==> config.mk <==
export PLATFORM = sky130hd
export DESIGN_NAME = ex_muldiv_unit
export DESIGN_NICKNAME = d
export VERILOG_FILES = /design/src/rtl/muldiv_pkg.sv /design/src/rtl/muldiv_sign_fix.sv /design/src/rtl/ex_muldiv_unit.sv
export SDC_FILE = /design/constraint.sdc
export NUM_CORES = 1
export LEC_CHECK = 0
export ABC_CLOCK_PERIOD_IN_PS = 13100
export BUFFER_PORTS_ARGS = -buffer_cell sky130_fd_sc_hd__buf_4
export CORE_ASPECT_RATIO = 1.75
export CORE_MARGIN = 8
export CORE_UTILIZATION = 37
export DETAILED_ROUTE_END_ITERATION = 7
export GPL_TIMING_DRIVEN = 0
export MAX_ROUTING_LAYER = met4
export PLACE_DENSITY_LB_ADDON = 0.15
export SETUP_SLACK_MARGIN = 0.5
export SLEW_MARGIN = 40
export SYNTH_ARGS = -nofsm -noshare
export SYNTH_HDL_FRONTEND = slang
export SYNTH_SLANG_ARGS = --single-unit
==> constraint.sdc <==
create_clock -name clk -period 13.1 [get_ports clk]
set_input_delay 0.655 -clock clk [delete_from_list [all_inputs] [get_ports clk]]
set_output_delay 0.655 -clock clk [all_outputs]
set_load 0.005 [all_outputs]
==> src/rtl/muldiv_pkg.sv <==
// Shared definitions for the RV32M multiply/divide engine.
//   - funct3 encodings of the eight M-extension operations
//   - M-extension funct7 value used by the decoder to raise start
//   - FSM state encoding shared by the engine and anything that probes it
package muldiv_pkg;

    localparam logic [2:0] OP_MUL    = 3'b000;
    localparam logic [2:0] OP_MULH   = 3'b001;
    localparam logic [2:0] OP_MULHSU = 3'b010;
    localparam logic [2:0] OP_MULHU  = 3'b011;
    localparam logic [2:0] OP_DIV    = 3'b100;
    localparam logic [2:0] OP_DIVU   = 3'b101;
    localparam logic [2:0] OP_REM    = 3'b110;
    localparam logic [2:0] OP_REMU   = 3'b111;

    localparam logic [6:0] FUNCT7_MULDIV = 7'b0000001;

    typedef enum logic [1:0] {
        IDLE = 2'd0,
        CALC = 2'd1,
        FIN  = 2'd2
    } muldiv_state_t;

endpackage

==> src/rtl/muldiv_sign_fix.sv <==
// Final sign correction and result selection for the multiply/divide engine.
// Ports:
//   op      - latched funct3 of the running operation
//   sign_a  - rs1 was negative and treated as signed
//   sign_b  - rs2 was negative and treated as signed
//   acc     - unsigned magnitude accumulator: {hi, lo} product, or
//             {remainder, quotient} for divides
//   res     - corrected XLEN-bit result for the selected half/remainder
module muldiv_sign_fix
    import muldiv_pkg::*;
#(
    parameter int XLEN = 32
) (
    input  logic [2:0]        op,
    input  logic              sign_a,
    input  logic              sign_b,
    input  logic [2*XLEN-1:0] acc,
    output logic [XLEN-1:0]   res
);

    logic [2*XLEN-1:0] prod;
    logic [XLEN-1:0]   quot;
    logic [XLEN-1:0]   rem;

    always_comb begin
        // Product and quotient take the sign of a^b; remainder follows the dividend.
        prod = (sign_a ^ sign_b) ? -acc : acc;
        quot = (sign_a ^ sign_b) ? -acc[XLEN-1:0] : acc[XLEN-1:0];
        rem  = sign_a ? -acc[2*XLEN-1:XLEN] : acc[2*XLEN-1:XLEN];
        res  = '0;
        if (!op[2]) begin
            res = (op == OP_MUL) ? prod[XLEN-1:0] : prod[2*XLEN-1:XLEN];
        end else begin
            res = op[1] ? rem : quot;
        end
    end

endmodule

==> src/rtl/ex_muldiv_unit.sv <==
// Iterative RV32M multiply/divide engine for the EX stage (radix-2, one bit
// per cycle, one operation at a time).
// Ports:
//   clk, rstn      - pipeline clock, asynchronous active-low reset
//   start          - EX holds an M-extension instruction this cycle
//   op             - funct3 (MUL..REMU)
//   sr1, sr2       - forwarded rs1/rs2 values
//   flush          - EX instruction squashed; aborts the operation
//   stall          - combinational hold request to the hazard unit
//   done           - one-cycle pulse, result valid
//   result         - registered result, held until the next accepted start
// Handshake: an operation is accepted when start=1, flush=0 in IDLE. stall
// stays high from the accept cycle through CALC, so the upstream stages keep
// start/op/sr1/sr2 stable; done rises in FIN with stall low, letting EX/MEM
// capture result in that cycle and ID/EX advance (start drops or a new op
// appears in the following cycle, which is accepted back-to-back).
module ex_muldiv_unit
    import muldiv_pkg::*;
#(
    parameter int XLEN = 32
) (
    input  logic            clk,
    input  logic            rstn,
    input  logic            start,
    input  logic [2:0]      op,
    input  logic [XLEN-1:0] sr1,
    input  logic [XLEN-1:0] sr2,
    input  logic            flush,
    output logic            stall,
    output logic            done,
    output logic [XLEN-1:0] result
);

    localparam int CNT_W = $clog2(XLEN) + 1;

    muldiv_state_t     state_q, state_d;
    logic [CNT_W-1:0]  count_q;
    logic [2:0]        op_q;
    logic              sign_a_q, sign_b_q;
    logic [XLEN-1:0]   opnd_q;          // multiplicand or divisor magnitude
    logic [2*XLEN-1:0] acc_q, acc_step;
    logic [XLEN-1:0]   result_q, result_prev_q;
    logic [XLEN-1:0]   fix_res, special_res;

    logic              accept, last_step;
    logic              signed_a, signed_b, sign_a, sign_b;
    logic              div_zero, div_ovf, special;
    logic [XLEN-1:0]   mag_a, mag_b;
    logic [XLEN:0]     mul_sum;
    logic [XLEN-1:0]   div_rem;
    logic              div_ge;

    // ---------------- operand decode at accept ----------------
    always_comb begin
        signed_a = 1'b0;
        signed_b = 1'b0;
        case (op)
            OP_MULH:   begin signed_a = 1'b1; signed_b = 1'b1; end
            OP_MULHSU: begin signed_a = 1'b1; signed_b = 1'b0; end
            OP_DIV:    begin signed_a = 1'b1; signed_b = 1'b1; end
            OP_REM:    begin signed_a = 1'b1; signed_b = 1'b1; end
            OP_MUL, OP_MULHU, OP_DIVU, OP_REMU: begin
                signed_a = 1'b0;
                signed_b = 1'b0;
            end
            default: ;
        endcase
        sign_a = signed_a & sr1[XLEN-1];
        sign_b = signed_b & sr2[XLEN-1];
        // Negating the most negative value yields the same bit pattern,
        // which read as unsigned is exactly its magnitude.
        mag_a  = sign_a ? -sr1 : sr1;
        mag_b  = sign_b ? -sr2 : sr2;

        div_zero = op[2] && (sr2 == '0);
        div_ovf  = ((op == OP_DIV) || (op == OP_REM)) &&
                   (sr1 == {1'b1, {(XLEN-1){1'b0}}}) && (sr2 == '1);
        special  = div_zero | div_ovf;
        if (op[1]) begin
            special_res = div_zero ? sr1 : '0;
        end else begin
            special_res = div_zero ? '1 : {1'b1, {(XLEN-1){1'b0}}};
        end
    end

    // ---------------- FSM ----------------
    always_ff @(posedge clk or negedge rstn) begin
        if (!rstn) begin
            state_q <= IDLE;
        end else begin
            state_q <= state_d;
        end
    end

    always_comb begin
        state_d   = state_q;
        accept    = 1'b0;
        last_step = 1'b0;
        case (state_q)
            IDLE: begin
                if (start && !flush) begin
                    accept  = 1'b1;
                    state_d = special ? FIN : CALC;
                end
            end
            CALC: begin
                if (count_q == CNT_W'(1)) begin
                    last_step = 1'b1;
                    state_d   = FIN;
                end
            end
            FIN:     state_d = IDLE;
            default: state_d = IDLE;
        endcase
        if (flush) begin
            state_d   = IDLE;
            last_step = 1'b0;
        end
    end

    // ---------------- one iteration ----------------
    always_comb begin
        // Multiply: add multiplicand to the high half when the current
        // multiplier bit (acc LSB) is set, then shift the whole thing right.
        mul_sum = {1'b0, acc_q[2*XLEN-1:XLEN]} + (acc_q[0] ? {1'b0, opnd_q} : '0);
        // Divide: shift left, trial-subtract the divisor from the widened
        // partial remainder; the kept difference always fits XLEN bits.
        div_ge  = acc_q[2*XLEN-1:XLEN-1] >= {1'b0, opnd_q};
        div_rem = acc_q[2*XLEN-2:XLEN-1] - opnd_q;
        if (op_q[2]) begin
            acc_step = div_ge ? {div_rem, acc_q[XLEN-2:0], 1'b1}
                              : {acc_q[2*XLEN-2:0], 1'b0};
        end else begin
            acc_step = {mul_sum, acc_q[XLEN-1:1]};
        end
    end

    // The corrected result is formed from the final iteration's value so that
    // it is already registered in the FIN cycle when done is high.
    muldiv_sign_fix #(.XLEN(XLEN)) u_sign_fix (
        .op     (op_q),
        .sign_a (sign_a_q),
        .sign_b (sign_b_q),
        .acc    (acc_step),
        .res    (fix_res)
    );

    // ---------------- datapath registers ----------------
    always_ff @(posedge clk or negedge rstn) begin
        if (!rstn) begin
            count_q       <= '0;
            op_q          <= '0;
            sign_a_q      <= 1'b0;
            sign_b_q      <= 1'b0;
            opnd_q        <= '0;
            acc_q         <= '0;
            result_q      <= '0;
            result_prev_q <= '0;
        end else begin
            if (accept) begin
                op_q     <= op;
                sign_a_q <= sign_a;
                sign_b_q <= sign_b;
                count_q  <= CNT_W'(XLEN);
                if (op[2]) begin
                    opnd_q <= mag_b;
                    acc_q  <= {{XLEN{1'b0}}, mag_a};
                end else begin
                    opnd_q <= mag_a;
                    acc_q  <= {{XLEN{1'b0}}, mag_b};
                end
                if (special) begin
                    result_prev_q <= result_q;
                    result_q      <= special_res;
                end
            end else if (state_q == CALC && !flush) begin
                acc_q   <= acc_step;
                count_q <= count_q - CNT_W'(1);
            end
            if (last_step) begin
                result_prev_q <= result_q;
                result_q      <= fix_res;
            end
            // A squash in FIN discards the just-loaded value.
            if (state_q == FIN && flush) begin
                result_q <= result_prev_q;
            end
        end
    end

    assign stall  = ((state_q == IDLE) && start && !flush) || (state_q == CALC);
    assign done   = (state_q == FIN) && !flush;
    assign result = result_q;

endmodule

* Yosys cells after proc, flatten, opt, wreduce, memory -nomap -nowiden
Memories as Yosys holds them, arrays and structs flattened.
Cells that the tools add are included.
** Word-level totals
- Memories kept :: 1
- Register bits after elaboration :: 173
- Bits in read-only memories :: 16
** Memories
- (name not given) :: words 8, width 2, rd ports 1, clocked after Yosys merged registers in 0, wr ports 0, line ex_muldiv_unit.sv:57 : case (op)
** Operators by class
- $lt $le $gt $ge :: 1
- Bitwise logic cells :: 4
- $add $sub $neg :: 8
- Reductions and logical operators :: 23
- Mux-type cells :: 37
- Equal/unequal tests :: 9
** Operator list (count)
- 2-to-1 mux 32 bit :: 19
- 2-to-1 mux 64 bit :: 5
- negator 32 bit :: 4
- == test 32 bit, second input constant :: 2
- negator 64 bit :: 1
- adder 32 x 32 -> 33 bit :: 1
- greater-or-equal comparator 33 x 32 -> 1 bit :: 1
- logical NOT 32 bit :: 1
- subtractor 32 bit :: 1
- 2-to-1 mux 31 bit :: 1
- 2-to-1 mux 6 bit :: 2
- logical AND 1 bit :: 9
- 2-to-1 mux 2 bit :: 4
- == test 3 bit, second input constant :: 2
- == test 6 x 1 -> 1 bit, second input constant :: 1
- != test 3 bit, second input constant :: 2
- AND reduction 2 bit :: 3
- nonzero test 2 bit :: 3
- nonzero test 3 bit :: 2
- subtractor 6 x 1 -> 6 bit, second input constant :: 1
- 2-to-1 mux 1 bit :: 5
- case mux 2 bit (2 select lines) :: 1
- logical NOT 3 bit :: 1
- AND 1 bit :: 2
- 7 further kinds :: 8

* Logic depth before layout (Yosys ltp)
Gate-level depths: netlist (run 1).
- Word-level depth :: 9
- Gate-level depth with buffers :: 23
- Gate-level depth less buffers :: 20

* Modules after synthesis
Synthesis (run 1) repeated with hierarchy kept, for this count alone.
** Second synthesis, totals
- Cells, all modules :: 2135
- Area, all modules :: 16986.3 µm²
** Modules (own cells, without submodules)
- ex_muldiv_unit :: times used 1, cells each 1669, area an instance 14041.0 µm²
- muldiv_sign_fix :: times used 1, cells each 466, area an instance 2945.3 µm²

* Worst setup path before layout (run 1)
No wires, ideal clock.
- Path kind :: register to register
- Start :: register acc_q[55]
- End :: register result_q[12] (netlist: result[12])
- Arrival time :: 4.538 ns
- Buffers on the path :: 3
- Period minus slack after synthesis :: 4.664 ns
- Slack :: 8.436 ns
- Stages on the path, launching flop included :: 21
- Data required time :: 12.974 ns
- Cell sequence :: dfrtp_1 ha_1 buf_2 and4_1 and2_1 a22oi_1 a21oi_1 buf_2 o41a_1 inv_1 ha_1 o2111ai_1 nor4_1 nand3_1 nor2b_1 clkbuf_1 and3_1 nor4b_1 o221ai_1 a221oi_1 nor2_1
** Between the ends
- Word-level cells in the longest chain between the ends :: 9
- Elaborated cells between the ends (all ways) :: 14
** RTL lines
- start: declaration :: line ex_muldiv_unit.sv:41 : logic [2*XLEN-1:0] acc_q, acc_step;
- start signal: assignment :: line ex_muldiv_unit.sv:167 : acc_q <= {{XLEN{1'b0}}, mag_a};
- start signal: assignment :: line ex_muldiv_unit.sv:170 : acc_q <= {{XLEN{1'b0}}, mag_b};
- start signal: assignment :: line ex_muldiv_unit.sv:177 : acc_q <= acc_step;
- greater-or-equal comparator 33 x 32 -> 1 bit * :: line ex_muldiv_unit.sv:128 : div_ge = acc_q[2*XLEN-1:XLEN-1] >= {1'b0, opnd_q};
- 2-to-1 mux 64 bit * :: line ex_muldiv_unit.sv:131 : acc_step = div_ge ? {div_rem, acc_q[XLEN-2:0], 1'b1}
- 2-to-1 mux 64 bit * :: line ex_muldiv_unit.sv:130 : if (op_q[2]) begin
- negator 64 bit (tied with other cells) :: line muldiv_sign_fix.sv:27 : prod = (sign_a ^ sign_b) ? -acc : acc;
- 2-to-1 mux 64 bit (tied with other cells) :: line muldiv_sign_fix.sv:27
- 2-to-1 mux 32 bit (on tied branches) :: line muldiv_sign_fix.sv:32, muldiv_sign_fix.sv:34
- 2-to-1 mux 32 bit * :: line muldiv_sign_fix.sv:31 : if (!op[2]) begin
- 2-to-1 mux 32 bit * :: line ex_muldiv_unit.sv:180 : if (last_step) begin
- 2-to-1 mux 32 bit * :: line ex_muldiv_unit.sv:185 : if (state_q == FIN && flush) begin
- end signal: assignment :: line ex_muldiv_unit.sv:174 : result_q <= special_res;
- end signal: assignment :: line ex_muldiv_unit.sv:182 : result_q <= fix_res;
- end signal: assignment :: line ex_muldiv_unit.sv:186 : result_q <= result_prev_q;
- end: declaration :: line ex_muldiv_unit.sv:42 : logic [XLEN-1:0] result_q, result_prev_q;
Every way passes the cells marked *; elsewhere a longest branch is shown, timed or not.
A chain may end at the register's enable or synchronous reset.

* Worst setup path in the final report (run 1)
- Start :: register opnd_q[27]
- End :: register result_q[26] (netlist: result[26])
** Between the ends
- Word-level cells in the longest chain between the ends :: 9
- Elaborated cells between the ends (all ways) :: 16
** RTL lines
- start: declaration :: line ex_muldiv_unit.sv:40 : logic [XLEN-1:0] opnd_q;
- start signal: assignment :: line ex_muldiv_unit.sv:166 : opnd_q <= mag_b;
- start signal: assignment :: line ex_muldiv_unit.sv:169 : opnd_q <= mag_a;
- 2-to-1 mux 32 bit / greater-or-equal comparator 33 x 32 -> 1 bit (equally long branches) :: line ex_muldiv_unit.sv:125, ex_muldiv_unit.sv:128
- adder 32 x 32 -> 33 bit / 2-to-1 mux 64 bit (equally long branches) :: line ex_muldiv_unit.sv:125, ex_muldiv_unit.sv:131
- 2-to-1 mux 64 bit * :: line ex_muldiv_unit.sv:130
- negator 64 bit (tied with other cells) :: line muldiv_sign_fix.sv:27
- 2-to-1 mux 64 bit (tied with other cells) :: line muldiv_sign_fix.sv:27
- 2-to-1 mux 32 bit (on tied branches) :: line muldiv_sign_fix.sv:32, muldiv_sign_fix.sv:34
- 2-to-1 mux 32 bit * :: line muldiv_sign_fix.sv:31
- 2-to-1 mux 32 bit * :: line ex_muldiv_unit.sv:180
- 2-to-1 mux 32 bit * :: line ex_muldiv_unit.sv:185
Marked as above.

==> flow_metrics.py, run 1 <==
metrics = {
    "timing": {
        "setup_tns_ns": 0,
        "finalWorstSetupSlack_ns": 6.01,
        "worst_slew_pin_slew_ns": 0.934,
        "slew_viol_final": 0,
        "whs_ns": 0.0768,
        "finalSetupViolCount": 0,
        "hold_viol": 0,
        "fin_crit_ns": 7.09,
        "rsz0062_at_grt": "no",
        "finalClockSkew_ns": 0.0223,
        "slew_headroom": 0.368,
        "max_freq_mhz": 141,
        "finalCritPeriodShare": 0.541,
    },
    "run": {
        "maxCapViolCount": 0,
    },
    "clock_network": {
        "post_cts_resized": 0,
        "htree_levels": 4,
        "clkSlewWorstSetupHoldPaths_ns": 0.08,
        "cts.path.max_buffers": 2,
        "worstSkewPairLatency_ns": 0.49,
        "cts_setup_buffers": 0,
        "cts_made_buffers": 17,
        "hold_buffers": 0,
        "cts_tree": "built",
        "cts_sinks": 173,
        "cts-root-buf": "clkbuf_16",
    },
    "run_status": {
        "status": "finished, violations left",
        "violations": "DRC",
    },
    "yosys": {
        "syn-num-nets": 2611,
        "async_reset_ff_frac": 1.00,
        "yosysSeqAreaShare": 0.238,
        "yosys_warnings": 0,
        "synth_area_per_cell_um2": 7.37,
        "synth_flop_cell": "dfrtp_1",
        "synthCells": 2466,
        "ys_seq_elements": 173,
        "synth_area_um2": 18200,
        "synth-edff-count": 0,
        "synth_cell_types": 100,
    },
    "routing": {
        "drt_iter0_drc": 2107,
        "num_vias": 21000,
        "detail-route-antenna-nets": 0,
        "drt_pass1_iterations": 8,
        "via_per_inst": 6.40,
        "wl_um": 105000,
        "drc": 4,
        "routedWlPerCell_um": 32.2,
    },
    "worst_setup_path": {
        "crit_type": "reg -> reg",
        "required_ns": 13.51,
        "cp-start-kind": "flip-flop",
        "r2r_cells": 22,
        "cp-end-kind": "flip-flop",
        "rr_endpoint": "result[26]",
        "reg2reg_from": "opnd_q[27]",
        "cp.arrival_ns": 7.50,
        "worstPathMaxFanout": 10,
        "reg2reg_slack_ns": 6.01,
    },
    "finish": {
        "fin_util": 0.426,
        "stdcell_area_um2": 20700,
        "layout_common_cells": "361 x nand2_1, 244 x o21ai_0, 192 x nor2_1, 190 x a21oi_1, 173 x dfrtp_1",
        "nNetsFinal": 2743,
        "mostFrequentLayoutCell": "nand2_1",
        "syn_to_final_growth_pct": 13.9,
        "drive_above_1_share": 0.0973,
        "instances_no_fill": 3272,
    },
    "grt": {
        "grt_pass1_wl_um": 150000,
        "grt_pass1_vias": 20900,
        "gr-total-overflow": 0,
        "grt_max_degree": 72,
        "grt_usage": 0.380,
        "antenna_found_initial": 6,
    },
    "floorplanning": {
        "die_w_um": 184,
        "ioPinCount": 105,
        "rows": 107,
        "die-area_um2": 56700,
        "die_h_um": 309,
        "core_um2": 48600,
        "start_util": 0.374,
    },
    "place": {
        "gp_congestion": 1.04,
        "dp_hpwl_um": 87200,
        "place_ws_ns": 6.23,
        "port_buffers": 103,
        "place_inst": 3231,
        "placed_area_um2": 20000,
    },
    "power": {
        "power_leakage_nw": 8.65,
        "powerDensity_nw_per_um2": 260,
        "peakVddDrop_v": 0.000107,
        "p_total_mw": 5.37,
    },
    "min_path": {
        "hold_class": "in -> async",
    },
}
power by group:
part           internal, mW  total (mW)  switching, mW
registers             0.690       0.908          0.217
logic                  1.21        3.91           2.70
clock network         0.261       0.552          0.291
how the worst max path moves through the flow:
| stage | from | end | slack (ns) | cells after the start |
|---|---|---|---|---|
| after floorplan | acc_q[55] | result[12] | 8.44 | 20 |
| after global routing | opnd_q[27] | result[12] | 5.77 | 21 |
| final | opnd_q[27] | result[26] | 6.01 | 22 |
| after global placement | acc_q[0] | result[15] | 5.74 | 16 |
| after detailed placement | opnd_q[27] | result[12] | 6.23 | 21 |
| after CTS | opnd_q[27] | result[12] | 6.21 | 21 |
worst max-delay path: stages (launching register included):
cell       delay, ns
dfrtp_1         0.58
inv_1           0.08
ha_1            0.29
clkbuf_1        0.21
and4_1          0.26
and2_1          0.18
a22oi_1         0.28
a21oi_2         0.23
buf_2           0.25
o41a_1          0.59
inv_1           0.18
ha_1            0.21
o2111ai_1       0.23
nor4_2          0.63
nand3_1         0.29
nor2b_1         0.17
clkbuf_1        0.49
and3_1          0.31
nor4b_1         0.78
nand4_1         0.21
nand3_1         0.15
nand3_1         0.19
a21oi_1         0.21
state kept, by name, summed over array words and instances (netlist names):
register       flops
acc_q             64
opnd_q            32
result            32
result_prev_q     32
count_q            6
op_q               3
state_q            2
sign_a_q           1
sign_b_q           1
cells in the mapped netlist (all sizes together), types with 19 or more instances:
master  number  area share
a21oi      194       0.054
nand2      361       0.075
a31oi       38       0.014
xor2        85       0.041
nand4       41       0.014
nand3       61       0.017
buf         28      0.0081
ha          72       0.050
nor2b       19      0.0065
a21o        39       0.016
nor4        25       0.010
o31ai       23       0.011
and3        21      0.0072
o211ai      64       0.026
and2        49       0.017
xnor2       82       0.040
dfrtp      173        0.24
a211oi      31       0.013
mux2i       56       0.031
clkbuf     119       0.025
or3         34       0.012
nor3        68       0.019
inv         78       0.016
o21ai      250       0.069
nor2       194       0.040
metal layers:
| metal | part of all wire | wire [um] | global-route usage | up-vias |
|---|---|---|---|---|
| met5 | 0 | 0 | - | - |
| met1 | 0.33 | 34600 | 0.352 | 10200 |
| met4 | 0.11 | 11500 | 0.343 | 0 |
| met3 | 0.054 | 5680 | 0.0645 | 420 |
| met2 | 0.51 | 53500 | 0.665 | 1031 |
| li1 | - | - | - | 9306 |
cells by family (layout without fill, tap and decap cells):
logic type,after synthesis,in the layout,share of synthesized area
simple gates,945,945,0.250
compound gates,816,816,0.295
buf+inv,227,372,0.0492
flops,173,173,0.238
xor+xnor,167,167,0.0805
fa+ha+maj,74,74,0.0518
mux,64,64,0.0358
other cells,0,7,0
final cells by class:
cell class | count | area, um2
fillers | 5217 | 27900
clock buffers | 17 | 425
well taps | 654 | 818
clock inverters | 15 | 184
multi-input cells | 2066 | 13100
repair buffers | 113 | 888
diodes | 7 | 17.5
plain buffers | 147 | 609
flip-flops and latches | 173 | 4330
inverters | 80 | 300
No activity file was read; power rests on OpenSTA's default activity.
==> inputs of run 2 (changes only) <==
--- a/config.mk
+++ b/config.mk
@@ -5,7 +5,7 @@
 export SDC_FILE = /design/constraint.sdc
 export NUM_CORES = 1
 export LEC_CHECK = 0
-export ABC_CLOCK_PERIOD_IN_PS = 13100
+export ABC_CLOCK_PERIOD_IN_PS = 7200
 export BUFFER_PORTS_ARGS = -buffer_cell sky130_fd_sc_hd__buf_4
 export CORE_ASPECT_RATIO = 1.75
 export CORE_MARGIN = 8
==> constraint.sdc (replaced) <==
create_clock -name clk -period 7.2 [get_ports clk]
set_input_delay 0.36 -clock clk [delete_from_list [all_inputs] [get_ports clk]]
set_output_delay 0.36 -clock clk [all_outputs]
set_load 0.005 [all_outputs]
==> run 2 against run 1 <==
  * The run still ends with DRC left
  * Core utilization grew 0.10 points
  * Count of clock-buffer cells in the layout is the same
  * Global-route usage shrank 0.051 points
  * Worst setup slack lost 5.3 ns
  * Clock skew shrank 0.0011 ns
  * Largest power group unchanged
==> flow_metrics.py, run 2 (synthesis results as in run 1) <==
metrics = {
    "timing": {
        "fin_crit_ns": 6.46,
        "whs_ns": 0.166,
        "max_freq_mhz": 155,
        "worst_slew_pin_slew_ns": 0.959,
        "slew_headroom": 0.361,
        "finalClockSkew_ns": 0.0212,
        "finalSetupViolCount": 0,
        "slew_viol_final": 0,
        "rsz0062_at_grt": "no",
        "finalCritPeriodShare": 0.897,
        "hold_viol": 0,
    },
    "worst_setup_path": {
        "reg2reg_from": "acc_q[0]",
        "r2r_cells": 17,
        "crit_type": "reg -> reg",
        "cp-end-kind": "flip-flop",
        "worstPathMaxFanout": 10,
        "slowest_delay_ns": 0.72,
        "crit_slowest_cell": "dfrtp_1",
        "cp.arrival_ns": 6.83,
        "cp-start-kind": "flip-flop",
        "rr_endpoint": "result[17]",
        "endpoint": "result[17]",
        "cp-startpoint": "acc_q[0]",
        "path_common_cell": "mux2i_1",
        "crit_chain": "clkbuf_2 -> and2_1 -> ha_1 -> inv_1 -> fa_1 -> nor2b_1 -> o2111ai_1 -> a211oi_1 -> nor2_1 -> mux2i_1 -> o211a_1 -> nand4_1 -> nor3_1 -> nor4b_2 -> mux2i_1 -> a221oi_1 -> a21oi_1",
        "reg2reg_slack_ns": 0.74,
        "required_ns": 7.57,
    },
    "min_path": {
        "hold_class": "in -> reg",
    },
    "finish": {
        "regMostFlops": "acc_q",
        "drive_above_1_share": 0.0995,
        "stdcell_area_um2": 20700,
        "largest_register_ffs": 64,
        "syn_to_final_growth_pct": 14.1,
        "fillers": 5218,
        "nNetsFinal": 2746,
        "layout_common_cells": "361 x nand2_1, 244 x o21ai_0, 192 x nor2_1, 190 x a21oi_1, 173 x dfrtp_1",
        "fin_util": 0.427,
        "mostFrequentLayoutCell": "nand2_1",
    },
    "routing": {
        "drc": 9,
        "drt_iter0_drc": 2146,
        "via_per_inst": 6.38,
        "detail-route-antenna-nets": 0,
        "drt_pass1_iterations": 8,
        "wl_um": 105000,
        "routedWlPerCell_um": 32.1,
        "num_vias": 20900,
    },
    "run_status": {
        "violations": "DRC",
        "status": "finished, violations left",
    },
    "floorplanning": {
        "die_h_um": 309,
        "die-area_um2": 56700,
        "start_util": 0.374,
        "rows": 107,
        "die_w_um": 184,
        "ioPinCount": 105,
        "core_um2": 48600,
    },
    "run": {
        "maxCapViolCount": 0,
    },
    "place": {
        "port_buffers": 103,
        "dp_hpwl_um": 87200,
        "gp_congestion": 1.04,
        "placed_area_um2": 20000,
    },
    "clock_network": {
        "worstSkewPairLatency_ns": 0.49,
        "htree_levels": 4,
        "cts_tree": "built",
        "clkSlewWorstSetupHoldPaths_ns": 0.08,
        "cts-root-buf": "clkbuf_16",
        "cts_setup_buffers": 0,
        "cts.path.max_buffers": 2,
        "cts_sinks": 173,
        "cts_made_buffers": 17,
    },
    "grt": {
        "antenna_found_initial": 7,
        "grt_max_degree": 72,
        "grt_pass1_wl_um": 150000,
        "grt_pass1_vias": 20900,
        "gr-total-overflow": 0,
        "grt_usage": 0.380,
    },
    "power": {
        "power_leakage_nw": 8.68,
        "powerDensity_nw_per_um2": 472,
        "peakVddDrop_v": 0.000191,
    },
}
run 2: timing repair:
action,4_1_cts,5_1_grt
pin swaps,0,0
gates resized for setup,3,3
cloned,0,0
hold endpoints to repair,42,0
hold buffers,1,0
setup endpoints to repair,3,4
run 2: worst min path at each step:
stage | endpoint | start | depth (start not counted) | slack (ns)
final | op_q[1] | op[1] | 3 | 0.17
after global routing | op_q[1] | op[1] | 3 | 0.17
after CTS | op_q[1] | op[1] | 3 | 0.15
after detailed placement | acc_q[7] | rstn | 1 | 0.29
after global placement | result_prev_q[13] | result_prev_q[13] | 2 | 0.44
after floorplan | acc_q[0] | rstn | 0 | 0.06
run 2: stage by stage:
step	power [mW]	TNS [ns]	cells	setup WS [ns]
finish	9.79	0	3274	0.741
CTS	9.50	0	3264	0.525
floorplan	5.78	0	2466	2.54
detailed placement	8.45	0	3231	0.332
global route	10.2	0	3272	0.586
global placement	8.32	-0.301	3223	-0.165
run 2: layer usage:
metal | share of wire | track usage
met4 | 0.11 | 0.348
met3 | 0.055 | 0.0620
met2 | 0.51 | 0.663
met5 | 0 | -
met1 | 0.33 | 0.352
run 2: power by group:
group	leakage, nW	internal, mW	total [mW]	switching, mW
logic	6.12	2.21	7.13	4.92
clock network	0.296	0.475	1.01	0.532
registers	2.27	1.26	1.65	0.393
total	8.68	3.94	9.79	5.85
run 2: critical path: cells and delay by family (launching register included):
kind,cells,cell delay [ns]
fa+ha+maj,2,0.61
simple gates,6,1.87
buf+inv,2,0.56
mux,2,0.73
flops,1,0.72
compound gates,5,1.84
run 2: area by class of cell:
| type | instances | area (um2) | area share |
|---|---|---|---|
| antenna | 6 | 15.0 | 0.000724 |
| buffer | 147 | 612 | 0.0295 |
| clock buffer | 17 | 425 | 0.0205 |
| clock inverter | 15 | 184 | 0.00887 |
| inverter | 80 | 300 | 0.0145 |
| multi-input combinational | 2066 | 13100 | 0.633 |
| sequential | 173 | 4330 | 0.209 |
| tap | 654 | 818 | 0.0395 |
| timing repair buffer | 116 | 917 | 0.0442 |
